$ cat src/rtl/reg_ps.sv
// reg_ps: 4-bit parallel-in / serial-out frame transmitter, LSB first,
//   with an optional even-parity bit appended after the data bits.
// Ports: clk, rst (sync, active-high), pIn[3:0] data word, start request,
//   sOut serial line, busy (frame in flight), done (1-cycle completion pulse),
//   out1..out4 active-low 7-segment digits for shift-register bits 0..3.
// Optional feature: define REG_PS_PARITY_EN to add the parity bit and PARITY state.
module reg_ps #(
  parameter logic IDLE_LEVEL = 1'b0
) (
  input  logic       clk,
  input  logic       rst,
  input  logic [3:0] pIn,
  input  logic       start,
  output logic       sOut,
  output logic       busy,
  output logic       done,
  output logic [6:0] out1,
  output logic [6:0] out2,
  output logic [6:0] out3,
  output logic [6:0] out4
);

`ifdef REG_PS_PARITY_EN
  typedef enum logic [1:0] {IDLE, SHIFT, PARITY, DONE} state_t;
`else
  typedef enum logic [1:0] {IDLE, SHIFT, DONE} state_t;
`endif

  localparam logic [6:0] SEG_ZERO = 7'b1000000;
  localparam logic [6:0] SEG_ONE  = 7'b1111001;

  state_t     state, state_n;
  logic [3:0] sreg, sreg_n;
  logic [1:0] cnt, cnt_n;

`ifdef REG_PS_PARITY_EN
  logic       par, par_n;
`endif

  // State register
  always_ff @(posedge clk) begin
    if (rst) begin
      state <= IDLE;
      sreg  <= 4'b0000;
      cnt   <= 2'd0;
`ifdef REG_PS_PARITY_EN
      par   <= 1'b0;
`endif
    end else begin
      state <= state_n;
      sreg  <= sreg_n;
      cnt   <= cnt_n;
`ifdef REG_PS_PARITY_EN
      par   <= par_n;
`endif
    end
  end

  // Next-state logic
  always_comb begin
    state_n = state;
    sreg_n  = sreg;
    cnt_n   = cnt;
`ifdef REG_PS_PARITY_EN
    par_n   = par;
`endif
    case (state)
      IDLE, DONE: begin
        if (start) begin
          sreg_n  = pIn;
          cnt_n   = 2'd0;
`ifdef REG_PS_PARITY_EN
          par_n   = ^pIn;
`endif
          state_n = SHIFT;
        end else begin
          state_n = IDLE;
        end
      end
      SHIFT: begin
        sreg_n = {1'b0, sreg[3:1]};
        // Last data bit: leave SHIFT and hold cnt so it never wraps.
        if (cnt == 2'd3) begin
`ifdef REG_PS_PARITY_EN
          state_n = PARITY;
`else
          state_n = DONE;
`endif
        end else begin
          cnt_n = cnt + 2'd1;
        end
      end
`ifdef REG_PS_PARITY_EN
      PARITY: state_n = DONE;
`endif
      default: state_n = IDLE;
    endcase
  end

  // Outputs decoded from registered state
  always_comb begin
    sOut = IDLE_LEVEL;
    busy = 1'b0;
    done = 1'b0;
    case (state)
      SHIFT: begin
        sOut = sreg[0];
        busy = 1'b1;
      end
`ifdef REG_PS_PARITY_EN
      PARITY: begin
        sOut = par;
        busy = 1'b1;
      end
`endif
      DONE:    done = 1'b1;
      default: sOut = IDLE_LEVEL;
    endcase
  end

  assign out1 = sreg[0] ? SEG_ONE : SEG_ZERO;
  assign out2 = sreg[1] ? SEG_ONE : SEG_ZERO;
  assign out3 = sreg[2] ? SEG_ONE : SEG_ZERO;
  assign out4 = sreg[3] ? SEG_ONE : SEG_ZERO;

endmodule

$ cat config.mk
export PLATFORM = sky130hd
export DESIGN_NAME = reg_ps
export DESIGN_NICKNAME = d
export VERILOG_FILES = /design/src/rtl/reg_ps.sv
export SDC_FILE = /design/constraint.sdc
export NUM_CORES = 1
export LEC_CHECK = 0
export ABC_AREA = 1
export BUFFER_PORTS_ARGS = -buffer_cell sky130_fd_sc_hd__buf_4
export CORE_AREA = 2 2 45 47
export DETAILED_ROUTE_END_ITERATION = 8
export DIE_AREA = 0 0 47 49
export PLACE_DENSITY_LB_ADDON = 0.3
export SLEW_MARGIN = 5
export SYNTH_ARGS = -nofsm -noshare
export SYNTH_HDL_FRONTEND = slang
export SYNTH_SLANG_ARGS = --single-unit
$ cat constraint.sdc
create_clock -name clk -period 1.25 [get_ports clk]
set_clock_uncertainty 0.15 [all_clocks]
set_input_delay 0.125 -clock clk [delete_from_list [all_inputs] [get_ports clk]]
set_output_delay 0.125 -clock clk [all_outputs]
set_load 0.05 [all_outputs]
==> flow_summary.yaml <==
timing:
  tns_ns: 0
  finalHoldViolCount: 0
  layout_min_cycle_time_ns: 1.24
  setup_violations: 0
  finalCritPeriodShare_pct: 99.4
  slew_viol_final: 0
  rsz0062_at_grt: "yes"
  clock.fmax_ghz: 0.805
  fin_ws_ns: 0.00755
min_path:
  worstHoldStart: "pIn[3]"
  min_path_type: "input pin to flop"
clocking:
  cts_tree: "done"
  cts.sinks: 8
  clockRootBuffer: "clkbuf_4"
  htree_levels: 1
  clkLatencyLatePin_ns: 0.26
  numCtsBuffers: 3
  clockBufferDepth: 2
  clkSlewWorstSetupHoldPaths_ns: 0.05
logic_synthesis:
  yosysTopAreaCell: "buf_4"
  ys_top_cells_by_area: "buf_4 (31%), dfxtp_1 (27%), nand3_1 (7.6%)"
  ys_seq_elements: 8
  synth_xor_xnor_area_share_pct: 0
  synth_area_sq_um: 591
  ys_warn_count: 0
  syn_inst: 82
  synthAdderAreaFrac_pct: 2.12
  synthMuxAreaShare_pct: 0
  synth_top_family_by_area: "buffers and inverters"
  synth_compound_area_share_pct: 4.03
  synthDistinctLibCells: 17
  ys_seq_area_share_pct: 27.1
  synthSimpleGateAreaFrac_pct: 26.1
  syn_area_per_cell_sq_um: 7.20
  synth_top_area_share_pct: 30.5
flow_run:
  drv_cap: 0
critical_path:
  crit_fanout: 3
  critPathSlowestCell: "dfxtp_4"
  startpoint: "state[1]$_SDFFE_PP0P_"
  startpoint_type: "flop"
  path_cells: "inv_4 > nand2_4 > nor2_4 > buf_8"
  required_ns: 0.98
  critPathMaxStageDelay_ns: 0.36
  reg2reg_from: "cnt[1]$_SDFFE_PP0P_"
  crit_path_end_kind: "output pin"
  critPathArrivalTime_ns: 0.97
  path_class: "flop to output pin"
power_and_ir_drop:
  p_leak_nw: 0.412
  power_density_nw_per_um2: 1260
  p_clk_share_pct: 19.4
  p_comb_share_pct: 51.2
  intPower_w: 0.000535
  vdd_drop_max_mv: 0.630
  seq_power_share_pct: 29.3
  swShare_pct: 48.3
  switchingPower_w: 0.000500
placed_design:
  place_congestion: 0.779
  io_buffers: 25
  place_hpwl_um: 832
  preCtsSetupSlack_ns: 0.0248
global_routing:
  grt_util_all_layers_pct: 10.3
  antenna_found_initial: 0
  grt_pass1_vias: 400
  grt_start_max_net_pins: 12
  grt-ovfl-total: 0
  grt_pass1_wl_um: 1690
cells_and_area:
  area_growth_pct: 39.6
  drive_gt1_share_pct: 47.6
  layout_commonest_cell: "buf_4"
  antenna_cells: 0
  nFillCells: 195
  nNetsFinal: 115
  fin_util_pct: 44.8
  layout_common_cells: "buf_4 (29), conb_1 (12), inv_1 (9), nand3_1 (8)"
drt:
  wl_per_cell_um: 9.96
  vias: 530
  dr.pass1.iters: 4
  initialDrtViolationCount: 12
  ant_nets: 0
  drt-vias-per-instance: 4.02
  drt-total-wl_um: 1320
  drc_errors: 0
die:
  die_x_um: 47
  core_area_sq_um: 1840
  ios: 38
  num_rows: 16
  initial_utilization_pct: 32.1
  dieHeight_um: 49
  dieArea_sq_um: 2300
outcome:
  status: "completed"
## critical path, delay by kind of cell, from the launching register on
family / cells / cell delay [ns]
flops: 1 / 0.36
simple gates: 2 / 0.14
buf+inv: 2 / 0.22
## Yosys cell counts (all sizes together)
cell   number
nand2       8
conb        2
a21oi       4
ha          1
nor2        9
inv        11
dfxtp       8
buf        25
nor3        4
nand3      10
## area by class of cell
class / count / area [sq um] / share of cell area (%)
repair buffers: 35 / 288 / 34.9
clock buffers: 3 / 22.5 / 2.73
well taps: 27 / 33.8 / 4.10
flip-flops and latches: 8 / 173 / 20.9
multi-input cells: 48 / 262 / 31.7
inverters: 11 / 46.3 / 5.61
## registers in the layout (all words and copies together) (netlist names)
signal and count:
sreg 4, cnt 2, state 2
## metal layers
metal | share of wire [%] | GRT usage [%] | routed length [um]
met5 | 0 | 0 | 0
met4 | 1.1 | 2.78 | 14
met3 | 8.3 | 5.56 | 109
met2 | 50 | 16.9 | 657
met1 | 41 | 11.3 | 534
## kinds of logic (layout without fill, tap and decap cells)
kind of cell / Yosys count / count (layout)
AND/OR/NAND/NOR: 31 / 31
buffers and inverters: 36 / 49
other: 2 / 12
flip-flops: 8 / 8
adder cells (fa/ha/maj): 1 / 1
AO/OA/AOI/OAI: 4 / 4
## path summary, 6_finish.rpt
| kind | to | slack [ns] | cells after the start |
|---|---|---|---|
| setup / recovery | sOut | 0.008 | 4 |
| hold reg to reg | sreg[3]$_SDFFE_PP0P_ | 0.35 | 2 |
| setup reg to reg | cnt[0]$_SDFFE_PP0P_ | 0.06 | 5 |
| hold / removal | sreg[3]$_SDFFE_PP0P_ | 0.01 | 3 |
## power groups by stage
stage | logic (W) | registers [W] | clock network, W
after detailed placement | 0.000486 | 0.000309 | 0
final | 0.000530 | 0.000304 | 0.000201
after global placement | 0.000483 | 0.000307 | 0
after floorplan | 0.000410 | 0.000350 | 0
after global routing | 0.000558 | 0.000308 | 0.000218
after CTS | 0.000512 | 0.000307 | 0.000208
## what timing repair did
| action | CTS | global route |
|---|---|---|
| setup buffers | 3 | 3 |
| endpoints found under the hold margin | 6 | 0 |
| hold buffers | 4 | 0 |
| gates resized for setup | 8 | 7 |
| setup endpoints to repair | 3 | 5 |
| pin swaps | 2 | 1 |
| gates cloned | 0 | 0 |
## per-stage QoR
stage               power, W  instances  hold WS (ns)  cell area [sq um]
floorplan           0.000760         92        0.0301                641
global placement    0.000790        119         0.159                671
detailed placement  0.000795        119         0.158                671
CTS                  0.00103        129       0.00437                778
global route         0.00109        132        0.0179                825
finish               0.00103        132        0.0145                825
(Power assumes the default switching activity.)
